### config.mk
export PLATFORM = sky130hd
export DESIGN_NAME = sram_wb_ctrl
export DESIGN_NICKNAME = d
export VERILOG_FILES = /design/src/rtl/sram_wb_ctrl.sv
export SDC_FILE = /design/constraint.sdc
export NUM_CORES = 1
export LEC_CHECK = 0
export CAP_MARGIN = 15
export CORE_MARGIN = 4
export CORE_UTILIZATION = 50
export DETAILED_ROUTE_END_ITERATION = 8
export DONT_BUFFER_PORTS = 1
export GPL_TIMING_DRIVEN = 0
export PLACE_DENSITY = 0.65
export SLEW_MARGIN = 40
export SYNTH_ARGS = -nofsm -noshare
export SYNTH_HDL_FRONTEND = slang
export SYNTH_SLANG_ARGS = --single-unit
export TNS_END_PERCENT = 1
### constraint.sdc
create_clock -name clk_i -period 4.1 [get_ports clk_i]
set_input_delay 0.82 -clock clk_i [delete_from_list [all_inputs] [get_ports clk_i]]
set_output_delay 0.82 -clock clk_i [all_outputs]
set_load 0.1 [all_outputs]
### src/rtl/sram_wb_ctrl.sv
// Wishbone-classic slave that runs one 16-bit async SRAM access per bus cycle with programmable wait states.
// Optional address-range error response is enabled by defining SRAM_ERR_EN.
module sram_wb_ctrl #(
    parameter int unsigned AB_WIDTH    = 16,
    parameter int unsigned WAIT_CYCLES = 0,
    parameter int unsigned ADDR_LIMIT  = 2**16
) (
    input  logic                clk_i,
    input  logic                rst_i,
    input  logic                wb_cyc_i,
    input  logic                wb_stb_i,
    input  logic                wb_we_i,
    input  logic [AB_WIDTH-1:0] wb_adr_i,
    input  logic [15:0]         wb_dat_i,
    input  logic [1:0]          wb_sel_i,
    output logic [15:0]         wb_dat_o,
    output logic                wb_ack_o,
    output logic                wb_err_o,
    output logic [AB_WIDTH-1:0] sram_addr_o,
    output logic [15:0]         sram_dat_o,
    input  logic [15:0]         sram_dat_i,
    output logic [1:0]          sram_bsel_o,
    output logic                sram_ncs_o,
    output logic                sram_noe_o,
    output logic                sram_nwe_o
);

    typedef enum logic [1:0] {S_IDLE, S_ACCESS, S_DONE} state_e;

    localparam logic [3:0] WAIT_LD = 4'(WAIT_CYCLES);

    state_e                state_q, state_d;
    logic [3:0]            cnt_q, cnt_d;
    logic [AB_WIDTH-1:0]   addr_q, addr_d;
    logic [15:0]           wdat_q, wdat_d;
    logic [1:0]            bsel_q, bsel_d;
    logic                  we_q, we_d;
    logic [15:0]           rdat_q, rdat_d;
    logic                  ncs_q, ncs_d;
    logic                  noe_q, noe_d;
    logic                  nwe_q, nwe_d;
    logic                  ack_q, ack_d;
    logic                  err_q, err_d;

    logic req;
    logic addr_err;

    assign req = wb_cyc_i & wb_stb_i;

`ifdef SRAM_ERR_EN
    // Compare in 33 bits so ADDR_LIMIT may equal 2**AB_WIDTH (no address rejected).
    assign addr_err = ({{(33-AB_WIDTH){1'b0}}, wb_adr_i} >= {1'b0, ADDR_LIMIT});
`else
    logic unused_limit;
    assign unused_limit = ^ADDR_LIMIT;
    assign addr_err     = 1'b0;
`endif

    // State register: FSM state, wait counter and every registered output.
    always_ff @(posedge clk_i) begin
        if (rst_i) begin
            state_q <= S_IDLE;
            cnt_q   <= '0;
            addr_q  <= '0;
            wdat_q  <= '0;
            bsel_q  <= '0;
            we_q    <= 1'b0;
            rdat_q  <= '0;
            ncs_q   <= 1'b1;
            noe_q   <= 1'b1;
            nwe_q   <= 1'b1;
            ack_q   <= 1'b0;
            err_q   <= 1'b0;
        end else begin
            state_q <= state_d;
            cnt_q   <= cnt_d;
            addr_q  <= addr_d;
            wdat_q  <= wdat_d;
            bsel_q  <= bsel_d;
            we_q    <= we_d;
            rdat_q  <= rdat_d;
            ncs_q   <= ncs_d;
            noe_q   <= noe_d;
            nwe_q   <= nwe_d;
            ack_q   <= ack_d;
            err_q   <= err_d;
        end
    end

    // Next-state logic.
    always_comb begin
        state_d = state_q;
        cnt_d   = cnt_q;
        case (state_q)
            S_IDLE: begin
                if (req) begin
                    if (addr_err) begin
                        state_d = S_DONE;
                    end else begin
                        state_d = S_ACCESS;
                        cnt_d   = WAIT_LD;
                    end
                end
            end
            S_ACCESS: begin
                if (!wb_cyc_i) begin
                    state_d = S_IDLE;
                end else if (cnt_q == 4'd0) begin
                    state_d = S_DONE;
                end else begin
                    cnt_d = cnt_q - 4'd1;
                end
            end
            S_DONE:  state_d = S_IDLE;
            default: state_d = S_IDLE;
        endcase
    end

    // Output logic: pins default to idle, so every exit from ACCESS releases them.
    always_comb begin
        addr_d = addr_q;
        wdat_d = wdat_q;
        bsel_d = bsel_q;
        we_d   = we_q;
        rdat_d = rdat_q;
        ncs_d  = 1'b1;
        noe_d  = 1'b1;
        nwe_d  = 1'b1;
        ack_d  = 1'b0;
        err_d  = 1'b0;
        case (state_q)
            S_IDLE: begin
                if (req) begin
                    if (addr_err) begin
                        err_d = 1'b1;
                    end else begin
                        addr_d = wb_adr_i;
                        wdat_d = wb_dat_i;
                        bsel_d = wb_sel_i;
                        we_d   = wb_we_i;
                        ncs_d  = 1'b0;
                        noe_d  = wb_we_i;
                        nwe_d  = ~wb_we_i;
                    end
                end
            end
            S_ACCESS: begin
                if (wb_cyc_i) begin
                    if (cnt_q == 4'd0) begin
                        ack_d = 1'b1;
                        if (!we_q) begin
                            rdat_d = sram_dat_i;
                        end
                    end else begin
                        ncs_d = ncs_q;
                        noe_d = noe_q;
                        nwe_d = nwe_q;
                    end
                end
            end
            default: ;
        endcase
    end

    assign wb_dat_o    = rdat_q;
    assign wb_ack_o    = ack_q;
    assign wb_err_o    = err_q;
    assign sram_addr_o = addr_q;
    assign sram_dat_o  = wdat_q;
    assign sram_bsel_o = bsel_q;
    assign sram_ncs_o  = ncs_q;
    assign sram_noe_o  = noe_q;
    assign sram_nwe_o  = nwe_q;

endmodule

==> results.sh <==
export IMPL_timing_fmax_ghz=0.549
export IMPL_clock_sinks=61
export IMPL_tns_ns=0
export IMPL_synthesis_nets=331
export IMPL_initial_core_util_pct=51.5
export IMPL_grt_max_degree=12
export IMPL_dieWidth_um=77.5
export IMPL_min_path_type="reg2reg"
export IMPL_h_tree_depth=3
export IMPL_routed_wl_um=5430
export IMPL_p_leak_nw=0.989
export IMPL_hpwl_um=4000
export IMPL_cts_root_buffer="clkbuf_8"
export IMPL_insertedDiodeCount=0
export IMPL_syn_instance_count=274
export IMPL_ys_types=33
export IMPL_startpoint_type="flop"
export IMPL_cts_buffers=9
export IMPL_post_synth_cell_area_avg_sq_um=8.82
export IMPL_layout_min_cycle_time_ns=1.82
export IMPL_fin_nets=342
export IMPL_async_flop_share_pct=0
export IMPL_cts_setup_buffers=0
export IMPL_grt_overflow_total=0
export IMPL_crit_fanout=2
export IMPL_post_route_util_pct=59.2
export IMPL_wire_per_inst_um=15.8
export IMPL_syn_cell_area_sq_um=2420
export IMPL_drt_pass1_iter_count=4
export IMPL_fin_ws_ns=2.28
export IMPL_criticalPathCategory="reg2out"
export IMPL_portBuffers=0
export IMPL_drc=0
export IMPL_clkTransAtPathRegs_ns=0.07
export IMPL_via_count=1862
export IMPL_rsz0062_at_grt="no"
export IMPL_first_global_vias=1929
export IMPL_core_sq_um=4690
export IMPL_nFillCells=419
export IMPL_dieHeight_um=77.5
export IMPL_rows=25
export IMPL_synthFlopType="dfxtp_1"
export IMPL_met2_length_um=2540
export IMPL_finalSetupViolCount=0
export IMPL_m1WireLength_um=2290
export IMPL_max_slew_margin_rel_pct=64.3
export IMPL_io_pins=110
export IMPL_ant_nets=0
export IMPL_cts_hold_fix_buffers=0
export IMPL_hold_viol=0
export IMPL_grt_pass1_wl_um=9220
export IMPL_peakVddDrop_uv=315
export IMPL_gr_usage_all_layers_pct=19.3
export IMPL_drtIter0Drc=52
export IMPL_clock_path_buffers=2
export IMPL_tightest_slew_ns=0.535
export IMPL_synth_enable_flop_cells=0
export IMPL_outcome="finished, final reports clean"
export IMPL_top_layer="met4"
export IMPL_syn_to_final_growth_pct=14.9
export IMPL_antenna_found_initial=0
export IMPL_fin_crit_sh_pct=44.4
export IMPL_die_area_sq_um=6010
export IMPL_place_ws_ns=1.93
export IMPL_ys_ff_latch=61
export IMPL_yosys_warnings=0
export IMPL_cts_tree="done"
export IMPL_end_kind="output port"
export IMPL_maxCapViolCount=0
export IMPL_wl_met3_um=501
export IMPL_cts_resized=0
export IMPL_drive_above_1_share_pct=29.3
export IMPL_critPathRequiredTime_ns=3.28
export IMPL_arrival_ns=1.00
export IMPL_power_density_nw_per_um2=522
export IMPL_maxSlewViolCount=0
export IMPL_gp_congestion=0.811
export IMPL_routed_via_density=5.41
export IMPL_worstSkewPairLatency_ns=0.33
export IMPL_finalClockSkew_ns=0.00289
export IMPL_synth_seq_area_share_pct=50.5
export IMPL_whs_ns=0.486
-- Yosys cell counts, types with 3 or more instances --
cell,number,area [sq um]
o31ai_1,3,22.5
dfxtp_1,61,1220
nand2b_1,34,213
mux2i_1,16,160
nand2_1,71,267
clkbuf_1,8,30.0
a21oi_1,38,190
nor3_1,3,15.0
buf_2,9,45.0
-- registers in the layout, summed over array words and instances, names as in the netlist --
register,count
cnt_q,4
sram_noe_o,1
state_q,2
sram_ncs_o,1
we_q,1
sram_addr_o,16
sram_nwe_o,1
sram_bsel_o,2
wb_dat_o,16
wb_ack_o,1
sram_dat_o,16
-- cell usage in the layout, fill, tap and decap left out, drive strengths merged, types with 3 or more instances in the layout --
master	n
clkbuf	18
mux2i	16
nand2	71
nor3b	3
nand2b	34
clkinv	3
o31ai	3
dfxtp	61
buf	12
a21oi	38
nor3	3
-- metal layers --
| metal | up-vias | global-route usage [%] |
|---|---|---|
| li1 | 930 | - |
| met1 | 853 | 22.3 |
| met2 | 70 | 30.5 |
| met3 | 9 | 8.58 |
| met4 | 0 | 8.90 |
| met5 | - | 0 |
-- power breakdown --
group,internal (W),total (W),switching [W]
sequential,0.000619,0.000784,0.000165
combinational,0.0000312,0.0000788,0.0000476
clock,0.000357,0.000587,0.000230
total,0.00101,0.00145,0.000443
-- final cells by class --
cell class              count  area, sq um  area share [%]
clock buffers              10          138            4.96
inverters                   2         7.51           0.270
flip-flops and latches     61         1290            46.4
plain buffers              20          114            4.10
clock inverters             6         86.3            3.11
multi-input cells         191         1070            38.7
well taps                  54         67.6            2.43
-- per-stage QoR --
stage / std cells / instance area (sq um) / total power (W)
2_1_floorplan: 274 / 2420 / 0.000853
3_3_place_gp: 328 / 2480 / 0.000871
3_5_place_dp: 328 / 2550 / 0.000879
4_1_cts: 344 / 2780 / 0.00147
5_1_grt: 344 / 2780 / 0.00151
6_report: 344 / 2780 / 0.00145
-- path summary, 6_finish.rpt --
| path | from | cells after the start | slack, ns | endpoint |
|---|---|---|---|---|
| hold reg to reg | cnt_q[1] | 2 | 0.49 | cnt_q[1] |
| setup / recovery | sram_bsel_o[0] | 0 | 2.28 | sram_bsel_o[0] |
| setup reg to reg | cnt_q[0] | 7 | 2.41 | wb_dat_o[8] |
| hold / removal | cnt_q[1] | 2 | 0.49 | cnt_q[1] |
-- logic make-up after synthesis --
logic type | count (synthesis) | share of synthesized area (%)
compound gates | 46 | 10.1
fa+ha+maj | 2 | 1.04
buf+inv | 22 | 5.02
flops | 61 | 50.5
mux | 16 | 6.63
other cells | 1 | 0.155
simple gates | 126 | 26.5
Note: power is estimated with default switching activity, not from simulation.
